`src/rtl/spi_pkg.sv`:
```
// Shared types and constants for the SPI write engine.
package spi_pkg;

    typedef enum logic [1:0] {
        IDLE,
        SEND_ADDRESS,
        SEND_DATA,
        COMPLETE
    } spi_wr_state_t;

    // Wide enough for REG_WIDTH*(255+1) = 2048 total bits without wrapping.
    localparam int SPI_CNT_W = 12;

endpackage

```
`src/rtl/spi_piso_shift.sv`:
```
// Parallel-load, MSB-first shift register feeding MOSI; load wins over shift.
module spi_piso_shift #(
    parameter int REG_WIDTH = 8
) (
    input  logic                 clk_i,
    input  logic                 rstn_i,
    input  logic                 load_i,
    input  logic                 shift_i,
    input  logic [REG_WIDTH-1:0] data_i,
    output logic                 msb_o
);

    logic [REG_WIDTH-1:0] shreg_q;

    always_ff @(posedge clk_i) begin
        if (!rstn_i) begin
            shreg_q <= '0;
        end else if (load_i) begin
            shreg_q <= data_i;
        end else if (shift_i) begin
            shreg_q <= {shreg_q[REG_WIDTH-2:0], 1'b0};
        end
    end

    assign msb_o = shreg_q[REG_WIDTH-1];

endmodule

```
`src/rtl/spi_write.sv`:
```
// SPI write engine: sends a start address then up to num_regs bytes pulled
// from an upstream FIFO, with gated SCLK and completion/underflow pulses.
module spi_write
    import spi_pkg::*;
#(
    parameter int REG_WIDTH = 8
) (
    input  logic                 clk,
    input  logic                 rstn,
    input  logic                 new_command,
    input  logic                 is_write,
    input  logic [7:0]           num_regs_to_write,
    input  logic [REG_WIDTH-1:0] start_write_register_addr,
    input  logic [REG_WIDTH-1:0] fifo_rd_data,
    input  logic                 fifo_empty,
    output logic                 fifo_rd_en,
    output logic                 serial_out,
    output logic                 spi_clk,
    output logic                 busy,
    output logic                 write_complete,
    output logic                 underflow_err
);

    localparam int IDX_W = $clog2(REG_WIDTH);
    localparam logic [IDX_W-1:0] IDX_TOP = IDX_W'(REG_WIDTH - 1);

    spi_wr_state_t        state_q;
    logic                 prevCmd_q;
    logic                 sclkEn_q;
    logic                 busy_q;
    logic                 complete_q;
    logic                 underErr_q;
    logic                 underflow_q;
    logic [7:0]           numRegs_q;
    logic [7:0]           popCnt_q;
    logic [SPI_CNT_W-1:0] bitCnt_q;
    logic [IDX_W-1:0]     bitIdx_q;

    logic                 sending;
    logic                 accept;
    logic                 popDue;
    logic                 moreWords;
    logic [SPI_CNT_W-1:0] lastBit;
    logic                 pisoLoad;
    logic                 pisoShift;
    logic [REG_WIDTH-1:0] pisoData;
    logic                 pisoMsb;

    assign sending = (state_q == SEND_ADDRESS) || (state_q == SEND_DATA);
    assign accept  = new_command && !prevCmd_q && is_write &&
                     (state_q == IDLE) && (num_regs_to_write != 8'd0);
    assign lastBit = SPI_CNT_W'(REG_WIDTH * (int'(numRegs_q) + 1) - 1);

    // A pop is requested while bit 1 of the current word is on the wire, so the
    // FIFO word is valid during bit 0 and can be loaded at that word boundary.
    assign popDue     = sending && (bitIdx_q == IDX_W'(1)) &&
                        (popCnt_q != numRegs_q) && !underflow_q;
    assign fifo_rd_en = rstn && popDue && !fifo_empty;
    assign moreWords  = !underflow_q && (bitCnt_q != lastBit);

    assign pisoLoad  = accept || (sending && (bitIdx_q == '0) && moreWords);
    assign pisoData  = accept ? start_write_register_addr : fifo_rd_data;
    assign pisoShift = sending && !pisoLoad;

    spi_piso_shift #(
        .REG_WIDTH (REG_WIDTH)
    ) u_piso (
        .clk_i   (clk),
        .rstn_i  (rstn),
        .load_i  (pisoLoad),
        .shift_i (pisoShift),
        .data_i  (pisoData),
        .msb_o   (pisoMsb)
    );

    always_ff @(posedge clk) begin
        if (!rstn) begin
            state_q     <= IDLE;
            prevCmd_q   <= 1'b0;
            sclkEn_q    <= 1'b0;
            busy_q      <= 1'b0;
            complete_q  <= 1'b0;
            underErr_q  <= 1'b0;
            underflow_q <= 1'b0;
            numRegs_q   <= '0;
            popCnt_q    <= '0;
            bitCnt_q    <= '0;
            bitIdx_q    <= '0;
        end else begin
            prevCmd_q  <= new_command;
            complete_q <= 1'b0;
            underErr_q <= 1'b0;
            unique case (state_q)
                IDLE: begin
                    if (accept) begin
                        state_q     <= SEND_ADDRESS;
                        sclkEn_q    <= 1'b1;
                        busy_q      <= 1'b1;
                        numRegs_q   <= num_regs_to_write;
                        popCnt_q    <= '0;
                        bitCnt_q    <= '0;
                        bitIdx_q    <= IDX_TOP;
                        underflow_q <= 1'b0;
                    end
                end
                SEND_ADDRESS, SEND_DATA: begin
                    bitCnt_q <= bitCnt_q + SPI_CNT_W'(1);
                    if (fifo_rd_en) begin
                        popCnt_q <= popCnt_q + 8'd1;
                    end
                    if (popDue && fifo_empty) begin
                        underflow_q <= 1'b1;
                    end
                    if (bitIdx_q == '0) begin
                        bitIdx_q <= IDX_TOP;
                        if (moreWords) begin
                            state_q <= SEND_DATA;
                        end else begin
                            state_q    <= COMPLETE;
                            sclkEn_q   <= 1'b0;
                            complete_q <= 1'b1;
                            underErr_q <= underflow_q;
                        end
                    end else begin
                        bitIdx_q <= bitIdx_q - IDX_W'(1);
                    end
                end
                COMPLETE: begin
                    state_q <= IDLE;
                    busy_q  <= 1'b0;
                end
                default: begin
                    state_q <= IDLE;
                end
            endcase
        end
    end

    // SCLK is high in the second half of each bit so the peripheral samples mid-bit.
    assign spi_clk        = rstn && sclkEn_q && !clk;
    assign serial_out     = sclkEn_q && pisoMsb;
    assign busy           = busy_q;
    assign write_complete = complete_q;
    assign underflow_err  = underErr_q;

endmodule

```
`config.mk`:
```
export PLATFORM = sky130hd
export DESIGN_NAME = spi_write
export DESIGN_NICKNAME = d
export VERILOG_FILES = /design/src/rtl/spi_pkg.sv /design/src/rtl/spi_piso_shift.sv /design/src/rtl/spi_write.sv
export SDC_FILE = /design/constraint.sdc
export NUM_CORES = 1
export LEC_CHECK = 0
export ABC_AREA = 1
export CAP_MARGIN = 20
export CORE_ASPECT_RATIO = 0.6
export CORE_UTILIZATION = 59
export DETAILED_ROUTE_END_ITERATION = 8
export PLACE_DENSITY = 0.81
export REMOVE_ABC_BUFFERS = 1
export SLEW_MARGIN = 20
export SYNTH_ARGS = -nofsm -noshare
export SYNTH_HDL_FRONTEND = slang
export SYNTH_HIERARCHICAL = 1
export SYNTH_SLANG_ARGS = --single-unit
export TNS_END_PERCENT = 50
```
`constraint.sdc`:
```
create_clock -name clk -period 4.2 [get_ports clk]
set_input_delay 0.84 -clock clk [delete_from_list [all_inputs] [get_ports clk]]
set_output_delay 0.84 -clock clk [all_outputs]
set_load 0.005 [all_outputs]
```
==> metrics.md, run 1 <==
| Metric | Value |
|---|---|
| Status | completed |
| Worst-path clk slew | 0.09 ns |
| Critical-path maximum fanout | 2 |
| 1st-iter DRT viols | 288 |
| I/O pin count | 35 |
| Post-route ant nets | 0 |
| CP Launch Type | clock port |
| Fin. Hold Viols | 0 |
| Total track usage | 0.314 |
| Global-route wire length before repair | 13000 um |
| Cell Int Power | ~900 uW |
| Nets | roughly 550 |
| Drt total wl | about 8000 um |
| CTS tree | built |
| Clock Skew | 0.00935 ns |
| Post-DP HPWL | 6120 um |
| Hold WS | 0.492 ns |
| Cell taking the most area after synthesis | dfxtp_1 |
| Relative slew slack | 0.612 |
| Vias in the first global route | roughly 2700 |
| Cell-by-cell listing of the critical path | clkbuf_8, clkbuf_8, nor2_1, clkdlybuf4s50_1 |
| Leak | 1.58 nW |
| Port Buffers | 34 |
| Sw power | 626 uW |
| Clock latency on the worst-skew pair | 0.42 ns |
| Delay-heaviest family, CP | buffers and inverters |
| Comb power frac | 0.389 |
| DR vias/cell | between 5 and 6 |
| CP endpoint kind | primary output |
| Most frequent cell after synthesis | nand2_1 |
| Worst-margin pin slew | a little under 0.6 ns |
| P&R area growth vs syn | 16.1% |
| Layout cell share with drive strength beyond 1 | 0.0716 |
| Avg Inst Size Synth | 6.29 sq um |
| Initial antenna violation count | 0 |
| Post-CTS Setup Inserts | 0 |
| Top cells by area, synth | dfxtp_1 31%, nand2_1 20%, nand3_1 7.6% |
| Asr flop ratio synth | 0 |
| Final Instance Count excl. Fillers | 580 |
| N_diodes | 0 |
| Placed cell count | 569 |
| Row cnt | 19 |
| Max_cap viols | 0 |
| Total core area | 0.00475 sq mm |
| Die Area | 0.00545 sq mm |
| PD cells | approximately 430 mW/mm^2 |
| Slowest CP cell | clkdlybuf4s50_1 |
| Initial Utilization | 0.639 |
| Synth Flop Type | dfxtp_1 |
| Final Wtd Congestion | about 0.85 |
| Switching part of the total | 0.410 |
| WL per Instance | 13.8 um |
| Clock share of power | 0.245 |
| DRC | 0 |
| CP arrival | 2.91 ns |
| Post-synth top area share | 0.310 |
| Part of the power in registers | 0.366 |
| Largest net degree at the start of global routing | 29 |
| Vias | 3130 |
| Worst min path class | reg2reg |
| Die width | between 90 and 100 um |
| Post-synth top cells | 159 x nand2_1, 51 x inv_1, 47 x dfxtp_1 |
| Fin. max-slew vios | 0 |
| Setup TNS | 0 ns |
| Cts repair resizes | 0 |
| Final setup viols | 0 |
| Worst EP required | 3.36 ns |
| RSZ-0062 raised after global routing | no |
| Post-synthesis sequential area ratio | 0.310 |
| Kind of critical path | clk2out |
| Hold_buf cts | 0 |
| Die H | 57.6 um |
| Post-synth EDFFs | 0 |
| Synthesized area | 0.00304 sq mm |
| CP bufs+invs | 3 |
| DP Area | 0.00339 sq mm |
| Flops & latches, synth | 47 |
| Yosys warns | 6 |
| Peak supply drop | about 410 uV |
| Critical Path Max Stage Delay | 0.50 ns |
| PnR Total Power | 1.53 mW |
| DRT Pass-1 Iters | 5 |
| Final instance area | 0.00353 sq mm |
| Gate Count Post-Synth | roughly 480 |
| Most used cell along the critical path | clkbuf_8 |
| Total grt overflow | 0 |
| Unique cell type count in the Yosys netlist | 38 |
[final timing paths]
check                                                from  slack [ns]  depth (start not counted)                             end
worst min-delay path              state_q[1]$_SDFFE_PN0P_        0.49                          2         state_q[1]$_SDFFE_PN0P_
worst max-delay path                                  clk        0.45                          4                         spi_clk
worst max register to register  numRegs_q[1]$_SDFFE_PN0P_        1.06                         17  u_piso/shreg_q[7]$_SDFFE_PN0P_
worst min register to register    state_q[1]$_SDFFE_PN0P_        0.49                          2         state_q[1]$_SDFFE_PN0P_
[cell families (layout without fill, tap and decap cells)]
family	after synthesis	after routing	synth area share
compound gates	59	59	0.103
xor+xnor	12	12	0.0346
fa+ha+maj	9	9	0.0371
buf+inv	69	103	0.0964
flops	47	47	0.310
simple gates	287	287	0.419
[routing by layer]
layer  track usage  share of wire  routed length, um  vias to the layer above
met1         0.500           0.51               4060                     1370
met5             0              0                  0                        -
met4        0.0736         0.0097                 78                        0
li1              -              -                  -                     1609
met2         0.428           0.39               3160                      140
met3        0.0613          0.088                703                       11
[layout by cell type (no fill, tap or decap), types with 4 or more instances in the layout]
master and instances:
nor3_1 9, nand4_1 4, nand2_2 7, clkdlybuf4s50_1 34
nand3_1 46, dfxtp_1 47, inv_2 4, clkbuf_8 9
nand2_1 159, ha_1 9, o21ai_0 16, a21oi_1 35
inv_1 51, nor2_1 43, xor2_1 9, nor2_2 4
[power groups by stage]
stage / combinational, mW / clock (mW) / sequential, mW
after floorplan: 0.431 / 0.000766 / 0.553
after global placement: 0.568 / 0.00272 / 0.563
after detailed placement: 0.579 / 0.00272 / 0.565
after CTS: 0.583 / 0.375 / 0.556
after global routing: 0.664 / 0.396 / 0.564
final: 0.594 / 0.374 / 0.558
[cell type report]
cell class	instances	area [sq um]
Clock inverter	1	8.76
Fill cell	412	1230
Tap cell	63	78.8
Timing Repair Buffer	35	345
Clock buffer	11	138
Multi-Input combinational cell	367	1800
Sequential cell	47	941
Inverter	56	210
[per-stage QoR]
| stage | util | worst slack (ns) |
|---|---|---|
| finish | 0.742 | 0.446 |
| global route | 0.742 | 0.404 |
| CTS | 0.742 | 0.436 |
| detailed placement | 0.713 | 0.695 |
| global placement | 0.713 | 0.695 |
| floorplan | - | 1.15 |
[registers in the layout, summed over array words and instances (netlist names)]
signal          flops
popCnt_q            8
prevCmd_q           1
bitCnt_q           12
write_complete      1
numRegs_q           8
busy                1
sclkEn_q            1
state_q             2
underflow_err       1
u_piso/shreg_q      8
bitIdx_q            3
underflow_q         1
[worst min-delay path: stages, from the launching register on]
cell and delay [ns]:
dfxtp_1 0.33, nand2_1 0.06, a21oi_1 0.05
(Power assumes the default switching activity.)
==> run 2: changes to the inputs <==
--- a/config.mk
+++ b/config.mk
@@ -8,9 +8,9 @@
 export ABC_AREA = 1
 export CAP_MARGIN = 20
 export CORE_ASPECT_RATIO = 0.6
-export CORE_UTILIZATION = 59
+export CORE_UTILIZATION = 51
 export DETAILED_ROUTE_END_ITERATION = 8
-export PLACE_DENSITY = 0.81
+export PLACE_DENSITY = 0.82
 export REMOVE_ABC_BUFFERS = 1
 export SLEW_MARGIN = 20
 export SYNTH_ARGS = -nofsm -noshare
==> constraint.sdc (replaced) <==
create_clock -name clk -period 3.32 [get_ports clk]
set_input_delay 0.664 -clock clk [delete_from_list [all_inputs] [get_ports clk]]
set_output_delay 0.664 -clock clk [all_outputs]
set_load 0.005 [all_outputs]
==> run 2 against run 1 <==
  * Clock skew decreased by 0.0019 ns
  * Register-to-register slack got worse by 0.70 ns
  * Count of clock-buffer cells in the layout decreased by 2
  * Sequential cell count unchanged
  * Design area increased by 1.2%
==> metrics.md, run 2 (synthesis gave the netlist of run 1 again) <==
| Metric | Value |
|---|---|
| Port Buffers | 34 |
| Kind of critical path | clk2out |
| Reg with most FFs | bitCnt_q |
| Vias in the first global route | roughly 2600 |
| Final period util | 0.953 |
| Row cnt | 21 |
| Global-route wire length before repair | 12800 um |
| Fin. Hold Viols | 0 |
| Clock latency on the worst-skew pair | roughly 0.41 ns |
| WL per Instance | 13.2 um |
| Die width | 102 um |
| Relative slew slack | 0.635 |
| Final Wtd Congestion | just over 0.9 |
| Fmax | 317 MHz |
| Layout cell share with drive strength beyond 1 | 0.0827 |
| Worst-margin pin slew | 0.548 ns |
| Post-route ant nets | 0 |
| N_diodes | 0 |
| Final setup viols | 0 |
| Nets | 557 |
| Die Area | 0.00628 sq mm |
| Max_cap viols | 0 |
| CP Launch Type | clock port |
| CP arrival | 2.50 ns |
| DRC | 0 |
| Fillers | 521 |
| Final critical-path required period | 3.16 ns |
| 1st-iter DRT viols | 243 |
| P&R area growth vs syn | 17.5% |
| Drt total wl | 7930 um |
| RSZ-0062 raised after global routing | no |
| Total track usage | 0.270 |
| DR vias/cell | between 5 and 6 |
| Most frequent cells in the layout | 159 x nand2_1, 50 x inv_1, 47 x dfxtp_1 |
| Status | completed |
| Initial Utilization | 0.538 |
| Post-DP HPWL | between 6000 and 7000 um |
| Peak supply drop | around 530 uV |
| Total core area | 0.00565 sq mm |
| Worst min path class | reg2reg |
| Largest net degree at the start of global routing | 23 |
| Worst EP required | 2.66 ns |
| Number of flip-flops in the largest register | 12 |
| Hold_buf cts | 0 |
| Total grt overflow | 0 |
| Most common cell after layout, fill and taps aside | nand2_1 |
| Initial antenna violation count | 0 |
| Die H | 61.8 um |
| PD cells | 551 mW/mm^2 |
| Setup TNS | 0 ns |
| Fin. max-slew vios | 0 |
| Vias | 3183 |
| DRT Pass-1 Iters | 5 |
| Final Util | 0.632 |
| Worst-path clk slew | 0.09 ns |
| CTS tree | built |
| Clock Skew | 0.00746 ns |
| Leak | 1.59 nW |
| I/O pin count | 35 |
| PnR Total Power | between 1.5 and 2 mW |
| Critical-path maximum fanout | 2 |
| CP endpoint kind | primary output |
-- run 2: power breakdown --
| part | switching [mW] | internal, mW | total (mW) |
|---|---|---|---|
| Sequential | 0.0647 | 0.642 | 0.706 |
| Combinational | 0.530 | 0.275 | 0.805 |
| Clock | 0.228 | 0.228 | 0.456 |
-- run 2: area by class of cell --
type,instances,area (sq um),share of cell area
timing repair buffer,38,368,0.103
multi-input combinational,367,1810,0.506
clock buffer,9,120,0.0337
inverter,56,214,0.0600
sequential,47,941,0.264
tap,80,100,0.0281
clock inverter,3,18.8,0.00526
-- run 2: metrics by stage --
stage               hold WS, ns  cells  setup WS, ns  instance area [sq um]
CTS                       0.478    600        0.0834                   3570
global placement          0.450    588         0.420                   3430
detailed placement        0.465    588         0.388                   3430
finish                    0.481    600         0.158                   3570
global route              0.499    600        0.0270                   3570
floorplan                 0.439    470         0.869                   2960
-- run 2: timing repair --
action | in CTS | in global routing
resized for setup | 1 | 1
endpoints found under the hold margin | 0 | 0
endpoints found under the setup margin | 1 | 1
pin swaps | 0 | 0
setup buffers | 1 | 0
-- run 2: worst max-delay path: stages --
cell             delay (ns)
clkbuf_8               0.11
clkbuf_8               0.12
nor2_1                 0.10
clkdlybuf4s50_1        0.51
-- run 2: routing by layer --
metal | vias up | global-route usage | wire, um | part of all wire
met5 | - | 0 | 0 | 0
li1 | 1621 | - | - | -
met1 | 1441 | 0.416 | 4150 | 0.52
met3 | 6 | 0.0638 | 590 | 0.074
met4 | 0 | 0.0621 | 48 | 0.0061
met2 | 115 | 0.371 | 3140 | 0.40
-- run 2: final timing paths --
path | to | cells after the start | slack [ns] | start
setup reg to reg | u_piso/shreg_q[2]$_SDFFE_PN0P_ | 18 | 0.36 | numRegs_q[0]$_SDFFE_PN0P_
hold / removal | u_piso/shreg_q[0]$_SDFFE_PN0P_ | 2 | 0.48 | u_piso/shreg_q[0]$_SDFFE_PN0P_
setup / recovery | spi_clk | 4 | 0.16 | clk
hold reg to reg | u_piso/shreg_q[0]$_SDFFE_PN0P_ | 2 | 0.48 | u_piso/shreg_q[0]$_SDFFE_PN0P_
